--- src/rtl/pi_result_reporter_pkg.sv ---
// Shared constants, FSM encoding and snapshot layout for the pi result reporter.
// Frame layout: sync byte, 12 payload bytes (MSB first), XOR checksum.
package pi_result_reporter_pkg;

  localparam logic [7:0] SYNC_BYTE_DEF = 8'hA5;
  localparam int         FRAME_LEN     = 14;
  localparam logic [3:0] IDX_SYNC      = 4'd0;
  localparam logic [3:0] IDX_CHK       = 4'd13;

  typedef enum logic [1:0] {
    ST_IDLE = 2'd0,
    ST_SEND = 2'd1,
    ST_HOLD = 2'd2
  } state_e;

  typedef struct packed {
    logic [31:0] inner;
    logic [31:0] total;
    logic [31:0] timer;
  } snapshot_t;

  // Frame index 1..12 maps onto snapshot bytes, most significant first.
  function automatic logic [7:0] payload_byte(input logic [95:0] shadow, input logic [3:0] idx);
    logic [95:0] shifted;
    shifted = shadow >> (7'd8 * (7'd12 - {3'b000, idx}));
    return shifted[7:0];
  endfunction

endpackage

--- src/rtl/pi_result_reporter_if.sv ---
// Byte-wide valid/ready stream from the reporter towards the host link (UART TX).
interface pi_result_reporter_if;
  logic [7:0] tx_data;
  logic       tx_valid;
  logic       tx_ready;

  modport master (output tx_data, output tx_valid, input tx_ready);
  modport slave  (input tx_data, input tx_valid, output tx_ready);
endinterface

--- src/rtl/pi_byte_serializer.sv ---
// Holds the captured snapshot and walks it out one byte per accepted handshake,
// folding each payload byte into the running XOR checksum as it leaves.
module pi_byte_serializer
  import pi_result_reporter_pkg::*;
#(
  parameter logic [7:0] SYNC_BYTE = SYNC_BYTE_DEF
) (
  input  logic                        clk_i,
  input  logic                        reset_i,
  input  logic                        capture_i,
  input  snapshot_t                   snapshot_i,
  pi_result_reporter_if.master        tx,
  output logic                        last_accept_o
);

  snapshot_t  shadow_q, shadow_d;
  logic [3:0] idx_q, idx_d;
  logic [7:0] chk_q, chk_d;
  logic [7:0] data_q, data_d;
  logic       valid_q, valid_d;
  logic       accept;
  logic [3:0] idx_next;

  assign accept        = valid_q & tx.tx_ready;
  assign idx_next      = idx_q + 4'd1;
  assign last_accept_o = accept && (idx_q == IDX_CHK);
  assign tx.tx_data    = data_q;
  assign tx.tx_valid   = valid_q;

  always_comb begin
    shadow_d = shadow_q;
    idx_d    = idx_q;
    chk_d    = chk_q;
    data_d   = data_q;
    valid_d  = valid_q;
    if (capture_i) begin
      shadow_d = snapshot_i;
      idx_d    = IDX_SYNC;
      chk_d    = 8'h00;
      data_d   = SYNC_BYTE;
      valid_d  = 1'b1;
    end else if (accept) begin
      if (idx_q == IDX_CHK) begin
        valid_d = 1'b0;
        idx_d   = IDX_SYNC;
      end else begin
        idx_d = idx_next;
        if (idx_q != IDX_SYNC) chk_d = chk_q ^ data_q;
        // The checksum byte must already include the payload byte leaving now.
        if (idx_next == IDX_CHK) data_d = chk_q ^ data_q;
        else                     data_d = payload_byte(shadow_q, idx_next);
      end
    end
  end

  always_ff @(posedge clk_i) begin
    if (reset_i) begin
      shadow_q <= '0;
      idx_q    <= IDX_SYNC;
      chk_q    <= 8'h00;
      data_q   <= 8'h00;
      valid_q  <= 1'b0;
    end else begin
      shadow_q <= shadow_d;
      idx_q    <= idx_d;
      chk_q    <= chk_d;
      data_q   <= data_d;
      valid_q  <= valid_d;
    end
  end

endmodule

--- src/rtl/pi_result_reporter.sv ---
// Sends one framed, checksummed snapshot of the pi estimator per done assertion.
//   state | meaning
//   IDLE  | waiting for est_done; capture snapshot when it is seen high
//   SEND  | frame bytes streaming out of the serializer
//   HOLD  | frame sent, waiting for est_done to drop before re-arming
module pi_result_reporter
  import pi_result_reporter_pkg::*;
#(
  parameter logic [7:0] SYNC_BYTE = SYNC_BYTE_DEF,
  parameter int         CNT_W     = 16
) (
  input  logic                 clk_i,
  input  logic                 reset_i,
  input  logic                 est_done_i,
  input  logic [31:0]          inner_points_i,
  input  logic [31:0]          total_points_i,
  input  logic [31:0]          timer_i,
  pi_result_reporter_if.master tx,
  output logic                 report_busy_o,
  output logic [CNT_W-1:0]     reports_sent_o
);

  state_e             state_q, state_d;
  logic [CNT_W-1:0]   sent_q, sent_d;
  logic               busy_q, busy_d;
  logic               capture;
  logic               last_accept;
  snapshot_t          snapshot;

  assign snapshot       = '{inner: inner_points_i, total: total_points_i, timer: timer_i};
  assign report_busy_o  = busy_q;
  assign reports_sent_o = sent_q;

  pi_byte_serializer #(.SYNC_BYTE(SYNC_BYTE)) u_ser (
    .clk_i         (clk_i),
    .reset_i       (reset_i),
    .capture_i     (capture),
    .snapshot_i    (snapshot),
    .tx            (tx),
    .last_accept_o (last_accept)
  );

  always_comb begin
    state_d = state_q;
    sent_d  = sent_q;
    capture = 1'b0;
    unique case (state_q)
      ST_IDLE: begin
        if (est_done_i) begin
          capture = 1'b1;
          state_d = ST_SEND;
        end
      end
      ST_SEND: begin
        if (last_accept) begin
          sent_d  = sent_q + CNT_W'(1);
          state_d = est_done_i ? ST_HOLD : ST_IDLE;
        end
      end
      ST_HOLD: begin
        if (!est_done_i) state_d = ST_IDLE;
      end
      default: state_d = ST_IDLE;
    endcase
    busy_d = (state_d == ST_SEND);
  end

  always_ff @(posedge clk_i) begin
    if (reset_i) begin
      state_q <= ST_IDLE;
      sent_q  <= '0;
      busy_q  <= 1'b0;
    end else begin
      state_q <= state_d;
      sent_q  <= sent_d;
      busy_q  <= busy_d;
    end
  end

endmodule

--- src/flat_wrapper.sv ---
// flat-port wrapper written by rule: the top's interface ports become plain ports
module pi_result_reporter_flat import pi_result_reporter_pkg::*;
#(
  parameter logic [7:0] SYNC_BYTE = SYNC_BYTE_DEF,
  parameter int         CNT_W     = 16
)
  (clk_i, reset_i, est_done_i, inner_points_i, total_points_i, timer_i, report_busy_o, reports_sent_o, tx_tx_data, tx_tx_valid, tx_tx_ready);
  pi_result_reporter_if tx_i ();
  input  logic clk_i;
  input  logic reset_i;
  input  logic est_done_i;
  input  logic [31:0] inner_points_i;
  input  logic [31:0] total_points_i;
  input  logic [31:0] timer_i;
  output logic report_busy_o;
  output logic [CNT_W-1:0] reports_sent_o;
  output wire logic [$bits(tx_i.tx_data)-1:0] tx_tx_data;
  output wire logic [$bits(tx_i.tx_valid)-1:0] tx_tx_valid;
  input wire logic [$bits(tx_i.tx_ready)-1:0] tx_tx_ready;
  assign tx_tx_data = tx_i.tx_data;
  assign tx_tx_valid = tx_i.tx_valid;
  assign tx_i.tx_ready = tx_tx_ready;
  pi_result_reporter #(.SYNC_BYTE(SYNC_BYTE), .CNT_W(CNT_W)) u_core (.clk_i(clk_i), .reset_i(reset_i), .est_done_i(est_done_i), .inner_points_i(inner_points_i), .total_points_i(total_points_i), .timer_i(timer_i), .tx(tx_i), .report_busy_o(report_busy_o), .reports_sent_o(reports_sent_o));
endmodule
--- config.mk ---
export PLATFORM = sky130hd
export DESIGN_NAME = pi_result_reporter_flat
export DESIGN_NICKNAME = d
export VERILOG_FILES = /design/src/rtl/pi_result_reporter_pkg.sv /design/src/rtl/pi_result_reporter_if.sv /design/src/rtl/pi_byte_serializer.sv /design/src/rtl/pi_result_reporter.sv /design/src/flat_wrapper.sv
export SDC_FILE = /design/constraint.sdc
export NUM_CORES = 1
export LEC_CHECK = 0
export BUFFER_PORTS_ARGS = -buffer_cell sky130_fd_sc_hd__buf_2
export CAP_MARGIN = 20
export CELL_PAD_IN_SITES_DETAIL_PLACEMENT = 0
export CELL_PAD_IN_SITES_GLOBAL_PLACEMENT = 1
export CORE_MARGIN = 2
export CORE_UTILIZATION = 42
export DETAILED_ROUTE_END_ITERATION = 12
export GPL_TIMING_DRIVEN = 0
export PLACE_DENSITY_LB_ADDON = 0.1
export SYNTH_ARGS = -nofsm -noshare
export SYNTH_HDL_FRONTEND = slang
export SYNTH_HIERARCHICAL = 1
export SYNTH_SLANG_ARGS = --single-unit
--- constraint.sdc ---
create_clock -name clk_i -period 2.9 [get_ports clk_i]
set_input_delay 0.145 -clock clk_i [delete_from_list [all_inputs] [get_ports clk_i]]
set_output_delay 0.145 -clock clk_i [all_outputs]
set_load 0.005 [all_outputs]
==> qor.csv, run 1 <==
stage,metric,value,unit
status,status,finished clean,
clock_network,# H-tree levels,4,
critical_path,"Max FO, Critical Path",10,
critical_path,critical-path cell list,buf_4 -> inv_1 -> ha_1 -> buf_6 -> or2b_4 -> o22ai_2 -> o21ai_1 -> buf_2 -> a22o_1 -> a211o_1 -> a31oi_1,
sta,final hold vios,0,
run,MaxCap Viol Count,0,
drt,via count of the routed design,5526,
clock_network,CTS tree,done,
hold_path,worst min path class,in2reg,
floorplanning,total core area,14500,um2
floorplanning,die area,15800,um2
sta,RSZ-0062 raised after global routing,no,
clock_network,CTS-repair resized insts,0,
final_layout,# fillers,1262,
floorplanning,width of the die,126,um
global_routing,largest net degree at the start of global routing,17,
critical_path,CP required,3240,ps
critical_path,Worst setup EP type,flip-flop,
pwr,Clock Power Share,43.1,%
final_layout,most frequent cells in the layout,"buf_2, dfxtp_1, nor2_1",
clock_network,clk_lat worst skew,420,ps
critical_path,Max stage delay on crit path,390,ps
drt,# DRC,0,
global_routing,grt ovf,0,
clock_network,clk sinks,136,
final_layout,share of cells above drive strength 1,23.1,%
critical_path,Worst Path Arrival,3080,ps
yosys,Synth top area share,43.9,%
sta,Max Freq,0.365,GHz
critical_path,Crit. path cell count,11,
placed_design,Post-DP Area,7060,um2
yosys,"top cells by area, synth","dfxtp_1, mux2i_1, nor2_1",
critical_path,cell family contributing the most delay on the critical path,compound AO/OA/AOI/OAI gates,
global_routing,number of global-route vias before repair,5353,
sta,period utilisation layout,94.5,%
critical_path,CP bufs+invs,4,
drt,Post-DRT Antenna Nets,0,
placed_design,Final Wtd Congestion,0.956,
drt,drt first-iter violations,297,
hold_path,Hold Path Depth,3,
drt,Via density,5.21,
pwr,P_int,3.39,mW
final_layout,Layout Nets,967,
sta,post-layout minimum cycle time,2740,ps
critical_path,worst reg-to-reg path cell count,11,
clock_network,Worst-path clk slew,60,ps
sta,Final Max Tran Viols,0,
yosys,Unique masters post-synth,55,
pwr,total power,4.52,mW
pwr,Net Sw Power,1.13,mW
floorplanning,std cell rows,44,
floorplanning,initial core utilization,42.9,%
final_layout,Area growth syn-to-layout,37.4,%
yosys,main flop type after synthesis,dfxtp_1,
global_routing,met3 Use GR,5.43,%
drt,drt wl/cell,16.8,um
sta,clock skew,4.87,ps
yosys,Synth Instances,626,
critical_path,R2R setup slack,160,ps
critical_path,kind of critical path,reg2reg,
pwr,Flop pwr share,44.5,%
drt,First-pass DRT Iterations,5,
final_layout,register area,2720,um2
yosys,synth warn,6,
placed_design,Placed Cells incl. Taps,935,
global_routing,Tot GR Track Use,22.7,%
drt,DRT Wirelength,17800,um
critical_path,CP max-delay cell,dfxtp_1,
yosys,leading area contributor after synthesis,dfxtp_1,
global_routing,M2 GR Usage,37.6,%
final_layout,Post-Layout Cell Count,1061,
yosys,#FFs+latches synth,136,
pwr,Pleak,3.56,nW
clock_network,CTS Buf Count,17,
yosys,syn nets,730,
global_routing,GRT busiest layer,met2,
floorplanning,Die Height,126,um
yosys,Post-Syn Area per Cell,9.92,um2
critical_path,Worst setup SP type,flip-flop,
yosys,Mapped Area,6210,um2
sta,Hold Slack,16.2,ps
pwr,Switching Share,25.0,%
placed_design,dpl hpwl,12400,um
clock_network,Root Driver,clkbuf_16,
placed_design,Port Buffer Count,125,
sta,Worst slew margin,38.9,%
pwr,VDD IR max,0.000369,V
yosys,asr flop ratio synth,0,%
clock_network,CTS max path bufs,2,
sta,setup TNS,0,ps
sta,Final setup viols,0,
global_routing,initial antenna violation count,1,
sta,Worst-Margin Slew,917,ps
yosys,sequential share of the synthesized area,43.9,%
global_routing,routing usage on met1,29.0,%
final_layout,multi-input logic area,3260,um2
yosys,Post-synth EDFFs,0,
final_layout,Final Cell Area,8530,um2
global_routing,first-pass GRT wire length,28000,um
pwr,Comb pwr share,12.4,%
pwr,Power per Cell Area,530,nW/um2
floorplanning,io pins,126,
final_layout,"commonest non-fill, non-tap cell in the layout",buf_2,
final timing paths:
check	end	from
worst max-delay path	u_core/u_ser/tx.tx_data[4]	u_core/u_ser/idx_q[0]
worst min-delay path	u_core/u_ser/shadow_q[56]	total_points_i[24]
worst max register to register	u_core/u_ser/tx.tx_data[4]	u_core/u_ser/idx_q[0]
worst min register to register	u_core/u_ser/shadow_q[18]	u_core/u_ser/shadow_q[18]
synth_stat cells (all sizes together) (2+ instances only):
cell type / number
a21oi: 17
and2: 4
nor2b: 4
o211ai: 4
mux2i: 96
nand4: 11
dfxtp: 136
buf: 23
nand2b: 3
inv: 4
nor4: 2
nand3: 8
a221o: 2
mux4: 24
nand2: 38
and3: 4
nor2: 129
o22ai: 2
o21ai: 12
a211o: 4
clkbuf: 23
a22o: 4
nor3: 4
ha: 4
o31ai: 3
a311oi: 5
nor3b: 6
xor2: 15
a31oi: 7
xnor2: 6
or3: 4
or4: 3
a2111oi: 2
kinds of logic (layout without fill, tap and decap cells):
family | Yosys count | in the layout | share of synthesized area [%]
compound gates | 68 | 68 | 7.40
other cells | 0 | 1 | 0
flops | 136 | 136 | 43.9
mux | 120 | 120 | 24.4
fa+ha+maj | 4 | 4 | 0.806
buf+inv | 50 | 300 | 3.69
simple gates | 227 | 227 | 16.9
xor+xnor | 21 | 21 | 2.96
state kept, by name, indices dropped and copies added (netlist names):
name,flops
u_core/u_ser/tx.tx_data,8
u_core/u_ser/chk_q,8
u_core/reports_sent_o,16
u_core/u_ser/idx_q,4
u_core/state_q,2
u_core/u_ser/tx.tx_valid,1
u_core/report_busy_o,1
u_core/u_ser/shadow_q,96
cell type report:
cell class | count | share of cell area, %
clock inverters | 12 | 0.909
flip-flops and latches | 136 | 31.9
well taps | 184 | 2.70
diodes | 1 | 0.0293
inverters | 4 | 0.176
plain buffers | 46 | 2.51
repair buffers | 218 | 18.2
clock buffers | 20 | 5.35
multi-input cells | 440 | 38.2
metal layers:
layer  vias up  share of wire, %
li1       2701                 -
met2       155                48
met3        25               5.0
met4         0               2.2
met5         -                 0
met1      2645                45
per-stage QoR:
step | setup slack (ps) | utilization (%)
2_1_floorplan | 492 | -
3_3_place_gp | 194 | 48.8
3_5_place_dp | 200 | 48.8
4_1_cts | 176 | 58.9
5_1_grt | 17.4 | 58.9
6_report | 160 | 58.9
repair_timing:
item / in CTS / in global routing
hold buffers: 93 / 0
buffers inserted: 0 / 0
endpoints found under the hold margin: 93 / 0
worst reg2reg max path, stage by stage (launching register included):
cell and delay, ps:
dfxtp_1 390, buf_4 240, inv_1 80, ha_1 310, buf_6 160, or2b_4 270
o22ai_2 180, o21ai_1 150, buf_2 240, a22o_1 220, a211o_1 280, a31oi_1 140
power by group through the flow:
stage | Sequential [mW] | Combinational [mW] | Clock (mW)
after floorplan | 2.03 | 0.297 | 0
after global placement | 2.05 | 0.453 | 0
after detailed placement | 2.05 | 0.463 | 0
after CTS | 2.01 | 0.559 | 1.98
after global routing | 2.02 | 0.608 | 2.08
final | 2.01 | 0.562 | 1.95
Power figures use the tool's default switching activity.
==> run 2: changes to the inputs <==
--- a/config.mk
+++ b/config.mk
@@ -9,7 +9,6 @@
 export CAP_MARGIN = 20
 export CELL_PAD_IN_SITES_DETAIL_PLACEMENT = 0
 export CELL_PAD_IN_SITES_GLOBAL_PLACEMENT = 1
-export CORE_MARGIN = 2
 export CORE_UTILIZATION = 42
 export DETAILED_ROUTE_END_ITERATION = 12
 export GPL_TIMING_DRIVEN = 0
@@ -18,3 +17,4 @@
 export SYNTH_HDL_FRONTEND = slang
 export SYNTH_HIERARCHICAL = 1
 export SYNTH_SLANG_ARGS = --single-unit
+export TNS_END_PERCENT = 1
==> qor.csv, run 2 (synthesized netlist as in run 1, its figures left out) <==
stage,metric,value,unit,change
status,status,finished clean,,
global_routing,number of global-route vias before repair,5351,,-0.037%
pwr,P_int,3.66,mW,+7.9%
floorplanning,Die Height,124,um,-1.6%
pwr,Switching Share,24.7,%,-0.26 points
sta,period utilisation layout,94.4,%,about the same
clock_network,Worst-path clk slew,60,ps,about the same
pwr,Clock Power Share,47.0,%,+3.9 points
drt,Via density,5.23,,+0.44%
floorplanning,die area,15300,um2,-3.2%
drt,drt wl/cell,16.9,um,+0.50%
clock_network,# hold bufs at CTS,97,,+4.3%
drt,# DRC,0,,unchanged
pwr,Pleak,3.61,nW,+1.5%
clock_network,clk sinks,136,,unchanged
drt,Post-DRT Antenna Nets,0,,unchanged
clock_network,CTS tree,done,,
final_layout,Ant. Diodes,0,,-1
hold_path,worst min path class,in2reg,,
sta,Final Max Tran Viols,0,,unchanged
pwr,Power per Cell Area,561,nW/um2,+6.0%
placed_design,dpl hpwl,12200,um,-1.0%
floorplanning,total core area,14500,um2,unchanged
clock_network,CTS max path bufs,2,,unchanged
sta,clock skew,9.22,ps,+4.35 ps
critical_path,CP required,3250,ps,about the same
sta,Worst-Margin Slew,836,ps,-80.9 ps
critical_path,worst reg-to-reg path cell count,11,,unchanged
critical_path,Worst Path Arrival,3080,ps,about the same
critical_path,kind of critical path,reg2reg,,
drt,via count of the routed design,5566,,+0.72%
pwr,Comb pwr share,11.6,%,-0.8 points
clock_network,Root Driver,clkbuf_16,,
final_layout,max reg flops,96,,unchanged
drt,drt first-iter violations,301,,+1.3%
global_routing,Tot GR Track Use,24.4,%,+1.7 points
clock_network,# H-tree levels,4,,unchanged
final_layout,Layout Nets,971,,+0.41%
critical_path,Worst setup SP type,flip-flop,,
sta,post-layout minimum cycle time,2740,ps,-2.45 ps
floorplanning,std cell rows,44,,unchanged
pwr,Net Sw Power,1.20,mW,+6.4%
placed_design,Port Buffer Count,125,,unchanged
critical_path,CP max-delay cell,dfxtp_1,,
placed_design,Placed Cells incl. Taps,935,,unchanged
drt,DRT Wirelength,18000,um,+0.78%
sta,final hold vios,0,,unchanged
floorplanning,width of the die,124,um,-1.6%
sta,Max Freq,0.365,GHz,about the same
global_routing,grt ovf,0,,unchanged
run,MaxCap Viol Count,0,,unchanged
clock_network,CTS Buf Count,17,,unchanged
critical_path,Max stage delay on crit path,390,ps,about the same
floorplanning,io pins,126,,unchanged
pwr,Flop pwr share,41.4,%,-3.1 points
final_layout,Post-Layout Cell Count,1064,,+0.28%
critical_path,"Max FO, Critical Path",10,,unchanged
final_layout,Reg with most FFs,u_core/u_ser/shadow_q,,
clock_network,CTS-repair resized insts,0,,unchanged
critical_path,critical-path cell list,buf_4 -> inv_1 -> ha_1 -> buf_6 -> or2b_4 -> o22ai_2 -> o21ai_1 -> buf_2 -> a22o_1 -> a211o_1 -> a31oi_1,,
final_layout,Final Util,59.8,%,+0.88 points
final_layout,Area growth syn-to-layout,39.5,%,
global_routing,initial antenna violation count,0,,-1
drt,First-pass DRT Iterations,5,,unchanged
global_routing,first-pass GRT wire length,27600,um,-1.2%
clock_network,Post-CTS Setup Bufs,0,,unchanged
critical_path,Worst setup EP type,flip-flop,,
sta,Worst slew margin,44.3,%,+5.4 points
pwr,VDD IR max,0.000568,V,+54%
final_layout,most frequent cells in the layout,"buf_2, dfxtp_1, nor2_1",,
sta,setup TNS,0,ps,unchanged
final_layout,share of cells above drive strength 1,23.1,%,about the same
clock_network,clk_lat worst skew,430,ps,about the same
sta,Hold Slack,52.2,ps,+36.0 ps
hold_path,Hold Path Depth,4,,+1
sta,Final setup viols,0,,unchanged
sta,RSZ-0062 raised after global routing,no,,
global_routing,largest net degree at the start of global routing,17,,unchanged
placed_design,Final Wtd Congestion,0.958,,+0.25%
floorplanning,initial core utilization,42.9,%,unchanged
final_layout,"commonest non-fill, non-tap cell in the layout",buf_2,,
[run 2: cell types whose count changed in the layout (fill, tap and decap cells not counted), moves of 2 or more]
cell	delta
clkinv_2	-6
dlygate4sd3_1	+4
bufinv_16	+3
inv_6	+3
clkinv_4	+2
[run 2: per-layer routing]
layer / share of wire, % / track usage [%] / up-vias / wire length [um]
li1: - / - / 2710 / -
met1: 46 / 31.4 / 2699 / 8200
met2: 49 / 40.6 / 135 / 8780
met3: 3.9 / 4.67 / 22 / 699
met4: 1.6 / 8.81 / 0 / 290
met5: 0 / 0 / - / 0
[run 2: power groups by stage]
stage	combinational (mW)	sequential, mW	clock (mW)
2_1_floorplan	0.297	2.03	0
6_report	0.566	2.01	2.28
3_3_place_gp	0.453	2.05	0
3_5_place_dp	0.460	2.05	0
4_1_cts	0.562	2.01	2.32
5_1_grt	0.614	2.02	2.41
[run 2: area by class of cell]
type | instances | area, um2
fill | 1262 | 5820
multi-input combinational | 440 | 3260
sequential | 136 | 2720
timing repair buffer | 222 | 1600
clock buffer | 18 | 439
tap | 184 | 230
buffer | 46 | 214
clock inverter | 14 | 185
inverter | 4 | 15.0
[run 2: final timing paths]
| kind | startpoint | endpoint | slack (ps) |
|---|---|---|---|
| max reg2reg | u_core/u_ser/idx_q[0] | u_core/u_ser/tx.tx_data[4] | 160 |
| max | u_core/u_ser/idx_q[0] | u_core/u_ser/tx.tx_data[4] | 160 |
| min | tx_tx_ready | u_core/u_ser/tx.tx_valid | 50 |
| min reg2reg | u_core/reports_sent_o[15] | u_core/reports_sent_o[15] | 480 |
[run 2: stage by stage]
step                      power (mW)  instance area, um2  worst slack (ps)
after floorplan                 2.33                6210               492
after global placement          2.50                7060               162
after detailed placement        2.51                7060               190
after CTS                       4.89                8660               169
after global routing            5.04                8660              6.51
final                           4.86                8660               163
[run 2: critical path, delay by kind of cell, from the launching register on]
family	cells	cell delay (ps)
compound gates	5	970
simple gates	1	270
fa+ha+maj	1	300
flops	1	390
buf+inv	4	730
